## src/rtl/alu_traffic_gen.sv

```systemverilog
// alu_traffic_gen: LFSR-driven ALU command generator with MISR result compression
module alu_traffic_gen #(
  parameter int          BITS       = 8,
  parameter int          NB_ALU_OPS = 16,
  parameter int          LATENCY    = 2,
  parameter logic [31:0] SEED       = 32'h1
) (
  input  logic            i_clk,
  input  logic            i_rst_n,
  input  logic            i_start,
  input  logic [15:0]     i_nb_ops,
  output logic [4:0]      o_sel_op,
  output logic [BITS-1:0] o_op_a,
  output logic [BITS-1:0] o_op_b,
  input  logic [BITS-1:0] i_res,
  output logic            o_busy,
  output logic            o_done,
  output logic [15:0]     o_count,
  output logic [BITS-1:0] o_signature
);
  localparam logic [31:0] SEED0 = (SEED == 32'h0) ? 32'h1 : SEED;
  localparam logic [31:0] POLY  = 32'h80200003;
  typedef enum logic [1:0] {IDLE, RUN, DRAIN, DONE} state_t;
  state_t          r_state, w_next;
  logic [31:0]     r_lfsr, w_l, w_l_next;
  logic [15:0]     r_n, r_issue, r_count;
  logic [LATENCY:0] r_vld;
  logic [4:0]      r_sel, w_sel;
  logic [BITS-1:0] r_a, r_b, r_sig, w_rot;
  logic            r_busy, r_done, w_start, w_issue, w_cap;
  generate
    if (BITS == 1) begin : g_rot1
      assign w_rot = r_sig;
    end else begin : g_rot
      assign w_rot = {r_sig[BITS-2:0], r_sig[BITS-1]};
    end
  endgenerate
  // r_lfsr holds the state for the next command; a start restarts from the seed
  always_comb begin
    w_start  = i_start && (r_state == IDLE || r_state == DONE);
    w_cap    = r_vld[LATENCY];
    w_issue  = (w_start && i_nb_ops != 16'd0) || (r_state == RUN && r_issue != r_n);
    w_l      = w_start ? SEED0 : r_lfsr;
    w_l_next = (w_l >> 1) ^ (w_l[0] ? POLY : 32'h0);
    w_sel    = ({1'b0, w_l[4:0]} < 6'(NB_ALU_OPS)) ? w_l[4:0] : 5'd0;
    w_next   = w_start ? ((i_nb_ops == 16'd0) ? DONE : RUN) :
               (r_state == RUN && r_issue == r_n) ? DRAIN :
               (r_state == DRAIN && w_cap && r_count + 16'd1 == r_n) ? DONE : r_state;
  end
  always_ff @(posedge i_clk or negedge i_rst_n)
    if (!i_rst_n) r_state <= IDLE;
    else          r_state <= w_next;
  always_ff @(posedge i_clk or negedge i_rst_n) begin
    if (!i_rst_n) begin
      r_sel   <= 5'd0;
      r_a     <= '0;
      r_b     <= '0;
      r_lfsr  <= SEED0;
      r_n     <= 16'd0;
      r_issue <= 16'd0;
      r_vld   <= '0;
      r_count <= 16'd0;
      r_sig   <= '0;
      r_busy  <= 1'b0;
      r_done  <= 1'b0;
    end else begin
      r_sel   <= w_issue ? w_sel : 5'd0;
      r_a     <= w_issue ? w_l[BITS-1:0] : '0;
      r_b     <= w_issue ? w_l[31:32-BITS] : '0;
      r_lfsr  <= w_issue ? w_l_next : w_l;
      r_n     <= w_start ? i_nb_ops : r_n;
      r_issue <= (w_start ? 16'd0 : r_issue) + 16'(w_issue);
      r_vld   <= {r_vld[LATENCY-1:0], w_issue};
      r_count <= w_start ? 16'd0 : r_count + 16'(w_cap);
      r_sig   <= w_start ? '0 : w_cap ? (w_rot ^ i_res) : r_sig;
      r_busy  <= w_next == RUN || w_next == DRAIN;
      r_done  <= w_next == DONE;
    end
  end
  assign o_sel_op    = r_sel;
  assign o_op_a      = r_a;
  assign o_op_b      = r_b;
  assign o_busy      = r_busy;
  assign o_done      = r_done;
  assign o_count     = r_count;
  assign o_signature = r_sig;
endmodule
```

## config.mk

```make
export PLATFORM = sky130hd
export DESIGN_NAME = alu_traffic_gen
export DESIGN_NICKNAME = d
export VERILOG_FILES = /design/src/rtl/alu_traffic_gen.sv
export SDC_FILE = /design/constraint.sdc
export NUM_CORES = 1
export LEC_CHECK = 0
export ABC_AREA = 1
export CORE_MARGIN = 2
export CORE_UTILIZATION = 48
export CTS_CLUSTER_SIZE = 24
export DETAILED_ROUTE_END_ITERATION = 10
export PLACE_DENSITY_LB_ADDON = 0.25
export SYNTH_ARGS = -nofsm -noshare
export SYNTH_HDL_FRONTEND = slang
export SYNTH_SLANG_ARGS = --single-unit
```

## constraint.sdc

```tcl
create_clock -name i_clk -period 6.5 [get_ports i_clk]
set_input_delay 0.975 -clock i_clk [delete_from_list [all_inputs] [get_ports i_clk]]
set_output_delay 0.975 -clock i_clk [all_outputs]
set_load 0.01 [all_outputs]
```

Word-level counts from Yosys, hierarchy flattened
Index checks and enable logic that the tools add are counted.

operators by class
  bitwise gates (word level) = 2
  mux-type cells = 15
  $lt $le $gt $ge = 1
  reductions and logical operators = 13
  equality and inequality tests = 9
  add/sub/neg operators = 3

operators with widths
  kind                     number
  $mux W32                 3
  $add A16 B1 Y16          2
  $eq A16 B16 Y1           2
  $mux W16                 2
  $mux W8                  4
  $xor A31 B32 Y32         1
  $add A16 B1 Y16 const B  1
  $logic_not A16 Y1        1
  $ne A16 B16 Y1           1
  $reduce_bool A16 Y1      1
  $mux W5                  2
  $eq A2 B2 Y1 const B     4
  $mux W2                  4
  $xor A8 B8 Y8            1
  $logic_and A1 B1 Y1      6
  $lt A5 B5 Y1 const B     1
  $eq A2 B1 Y1 const B     2
  $logic_or A1 B1 Y1       3
  $logic_not A2 Y1         1
  $reduce_bool A2 Y1       1

storage, ports and cells
  output and inout port bits = 47
  bits of input ports = 27
  logic and storage cells = 55
  flip-flop bits (word level) = 116

Longest topological paths before layout
  depth after elaboration = 8
  mapped depth = 18
  mapped depth without buffers = 17

Least setup slack after synthesis
OpenSTA, ideal clock, no wires.

  kind = input to register
  start point = input i_start
  end point = register r_issue[14]
  required time = 6377 ps
  path buffers = 2
  data arrival time = 2814 ps
  setup time = 123 ps
  slack = 3563 ps
  stages on the path = 13
  path through = nand2_2 > inv_2 > clkbuf_1 > clkbuf_1 > nor2_1 > ha_1 > ha_1 > inv_1 > nor3b_2 > nand4_1 > nor3_2 > nand3_1 > xor2_1

between the ends
  cells in the longest elaborated chain, start to end = 4
  elaborated cells on any way between the ends = 5
  classes of those cells = 1 x add/sub; 1 x mux; 3 x reduce/logical

ends and longest elaborated chain
  item                     line  RTL
  start: declaration       10    input logic i_start,
  $logic_and A1 B1 Y1 (*)  40    w_start = i_start && (r_state == IDLE || r_state == DONE);
  $logic_and A1 B1 Y1      42    w_issue = (w_start && i_nb_ops != 16'd0) || (r_state == RUN && r_issue != r_n);
  $logic_or A1 B1 Y1       42
  $add A16 B1 Y16 (*)      72    r_issue <= (w_start ? 16'd0 : r_issue) + 16'(w_issue);
  end signal: assignment   72
  end: declaration         26    logic [15:0] r_n, r_issue, r_count;

Every way passes the cells marked *; elsewhere a longest branch is shown, timed or not.
A chain may end at the register's enable or synchronous reset.

Worst setup path in the final report
Same ends and word-level chain as after synthesis.

==> impl_metrics.tcl <==
set metrics [dict create \
    setup_tns_ns 0 \
    cts_resized 0 \
    clockBufferDepth 2 \
    clkSinkCount 115 \
    clock_power_share 0.302 \
    wire_per_inst_um 14.88 \
    p_leak_nw 3.254 \
    synth-edff-count 0 \
    p_comb_frac 0.324 \
    dr.pass1.iters 4 \
    core_area_sq_um 11420 \
    ys_seq_area_frac 0.5111 \
    ant_nets 0 \
    slew_headroom 0.4011 \
    place.gp.congestion 0.9120 \
    status "finished clean" \
    cp-start-kind "input pin" \
    clk_latency_ns 0.43 \
    cts_setup_buffers 0 \
    hold_class "reg -> reg" \
    required_ns 6.81 \
    crit_end "r_issue[14]" \
    hpwl_um 8951 \
    vias 4514 \
    ys_async_sr_fraction 1.000 \
    ioPinCount 74 \
    setup_viol 0 \
    maxCapViolCount 0 \
    path_class "in -> reg" \
    postCtsHoldBufs 0 \
    min_from "r_vld[1]" \
    yosys_warnings 0 \
    min_period_over_period 0.5816 \
    power.internal_mw 1.951 \
    power-per-cell-area_nw_per_um2 433.2 \
    track_usage 0.2217 \
    design_area_sq_um 7022 \
    synth_cells 658 \
    syn_nets 693 \
    min_period_ns 3.780 \
    cts_buffers 17 \
    path_max_fanout 42 \
    syn_area_sq_um 5633 \
    grt_overflow 0 \
    hold_violations 0 \
    worstPathArrival_ns 4.09 \
    r2r-start "r_state[0]" \
    grt_max_degree 78 \
    seqPwrFrac 0.374 \
    fp-row-count 39 \
    setup.worst_path.start "i_start" \
    cts.htree.levels 4 \
    finalPower_mw 3.042 \
    final_nets 765 \
    n_antenna_cell 0 \
    cts_tree "yes" \
    drive_gt1_frac 0.08748 \
    wl_um 13190 \
    r2r_setup_slack_ns 2.97 \
    reg2reg_depth 14 \
    portBuffers 72 \
    fp.dieH_um 112.3 \
    start_util 0.4933 \
    drt-vias-per-instance 5.095 \
    avgSynthCellArea_sq_um 8.561 \
    drt_iter0_drc 298 \
    grt_pass1_wl_um 22160 \
    p_sw_mw 1.091 \
    p_sw_frac 0.3586 \
    synth.distinct_cells 38 \
    die_area_sq_um 12620 \
    die_w_um 112.3 \
    cts-root-buf "clkbuf_16" \
    fmax_mhz 264.5 \
    crit-reg2reg-capture "r_issue[14]" \
    end_kind "register" \
    syn_to_final_growth_pct 24.66 \
    slew_violations 0 \
    rsz0062_at_grt "no" \
    grt_pass1_vias 4620 \
    finClkSkew_ns 0.009680 \
    drc_errors 0 \
    max_slew.worst_pin.slew_ns 0.8984 \
    ys.flop_type "dfrtp_1" \
    path_clk_slew_ns 0.06 \
    ys_ff_latch 115 \
    placed_area_sq_um 6440 \
    whs_ns 0.3439 \
    antenna_found_initial 0 \
    peakVddDrop_uv 255.4 \
]
-- synthesized netlist by cell type (2+ instances only) --
library cell | number | share of area
o21bai_1 | 8 | 0.011
o21ai_0 | 41 | 0.036
xnor2_1 | 25 | 0.039
nor3_1 | 5 | 0.0044
inv_2 | 2 | 0.0013
nor2_4 | 3 | 0.0060
nor4_1 | 5 | 0.0056
dfrtp_1 | 114 | 0.51
nand4_1 | 9 | 0.010
nor2_1 | 63 | 0.042
buf_1 | 2 | 0.0013
a31o_2 | 2 | 0.0031
nor2_2 | 7 | 0.0078
buf_6 | 2 | 0.0040
nand3_1 | 45 | 0.040
a21oi_1 | 39 | 0.035
clkbuf_1 | 10 | 0.0067
inv_1 | 64 | 0.043
nand3b_1 | 3 | 0.0040
nand2_1 | 152 | 0.10
buf_2 | 6 | 0.0053
xor2_1 | 20 | 0.031
ha_1 | 8 | 0.018
nand2_2 | 9 | 0.010
-- registers in the layout (all words and copies together) (netlist names) --
register     flops
o_signature      8
r_state          2
r_n             16
o_done           1
o_sel_op         4
o_busy           1
o_op_b           8
o_count         16
o_op_a           8
r_issue         16
r_vld            3
r_lfsr          32
-- worst min path at each step --
stage,end,slack (ns),cells past startpoint
6_report,r_vld[2],0.34,0
5_1_grt,r_vld[2],0.35,0
4_1_cts,r_vld[2],0.34,0
3_5_place_dp,r_vld[2],0.34,0
3_3_place_gp,r_vld[1],0.34,0
2_1_floorplan,r_vld[1],0.33,0
-- power by group through the flow --
| stage | combinational, mW | sequential [mW] | clock (mW) |
|---|---|---|---|
| 2_1_floorplan | 0.650 | 1.13 | 0 |
| 5_1_grt | 1.12 | 1.17 | 0.962 |
| 6_report | 0.986 | 1.14 | 0.919 |
| 3_3_place_gp | 0.954 | 1.14 | 0 |
| 4_1_cts | 0.994 | 1.14 | 0.930 |
| 3_5_place_dp | 0.983 | 1.14 | 0 |
-- cells by family (layout without fill, tap and decap cells) --
family / count (synthesis) / count (layout) / share of synthesized area
simple gates: 309 / 309 / 0.2474
flops: 115 / 115 / 0.5111
compound gates: 91 / 91 / 0.08574
buf+inv: 88 / 173 / 0.06331
xor+xnor: 46 / 46 / 0.07397
fa+ha+maj: 8 / 8 / 0.01777
other cells: 1 / 1 / 0.0006657
-- cells in the final DEF (no fill, tap or decap), types with 2 or more instances in the layout --
| cell type | count |
|---|---|
| inv_2 | 2 |
| xnor2_1 | 25 |
| nand3b_1 | 3 |
| inv_1 | 64 |
| a21oi_1 | 39 |
| nor2_2 | 7 |
| nand2_1 | 152 |
| inv_6 | 4 |
| nor2_1 | 63 |
| clkbuf_16 | 17 |
| bufinv_16 | 2 |
| dfrtp_1 | 114 |
| ha_1 | 8 |
| o21ai_0 | 41 |
| clkinv_2 | 2 |
| nor3_1 | 5 |
| a31o_2 | 2 |
| clkinvlp_4 | 4 |
| clkinv_4 | 2 |
| clkdlybuf4s50_1 | 71 |
| xor2_1 | 20 |
| buf_4 | 3 |
| nand3_1 | 45 |
| nand4_1 | 9 |
| nand2_2 | 9 |
| o21bai_1 | 8 |
| nor4_1 | 5 |
| nor2_4 | 3 |
-- per-layer routing --
layer | wire [um] | GRT usage | share of wire
met3 | 646 | 0.06210 | 0.049
met5 | 0 | 0 | 0
met4 | 378 | 0.1000 | 0.029
met1 | 5844 | 0.2773 | 0.44
met2 | 6317 | 0.3606 | 0.48
-- worst max-delay path, cell delays in order --
cell             delay, ns
clkdlybuf4s50_1       0.47
nand2_2               0.07
inv_2                 0.52
nand2_1               0.21
nand2_2               0.35
ha_1                  0.25
ha_1                  0.16
inv_1                 0.07
nor3b_2               0.27
nand4_1               0.22
nor3_2                0.22
nand3_1               0.13
xor2_1                0.16
-- through the flow --
stage | setup WS, ns | util | instances
finish | 2.720 | 0.6149 | 886
CTS | 2.719 | 0.6149 | 886
detailed placement | 2.363 | 0.5640 | 854
floorplan | 3.563 | - | 658
global placement | 2.491 | 0.5640 | 854
global route | 2.486 | 0.6149 | 886
-- cell type report --
type	instances	area [sq um]
Inverter	67	251.5
Tap cell	143	178.9
Clock inverter	14	152.6
Multi-Input combinational cell	455	2397
Sequential cell	115	2879
Fill cell	1009	4397
Timing Repair Buffer	74	733.2
Clock buffer	18	429.2
(Power assumes the default switching activity.)
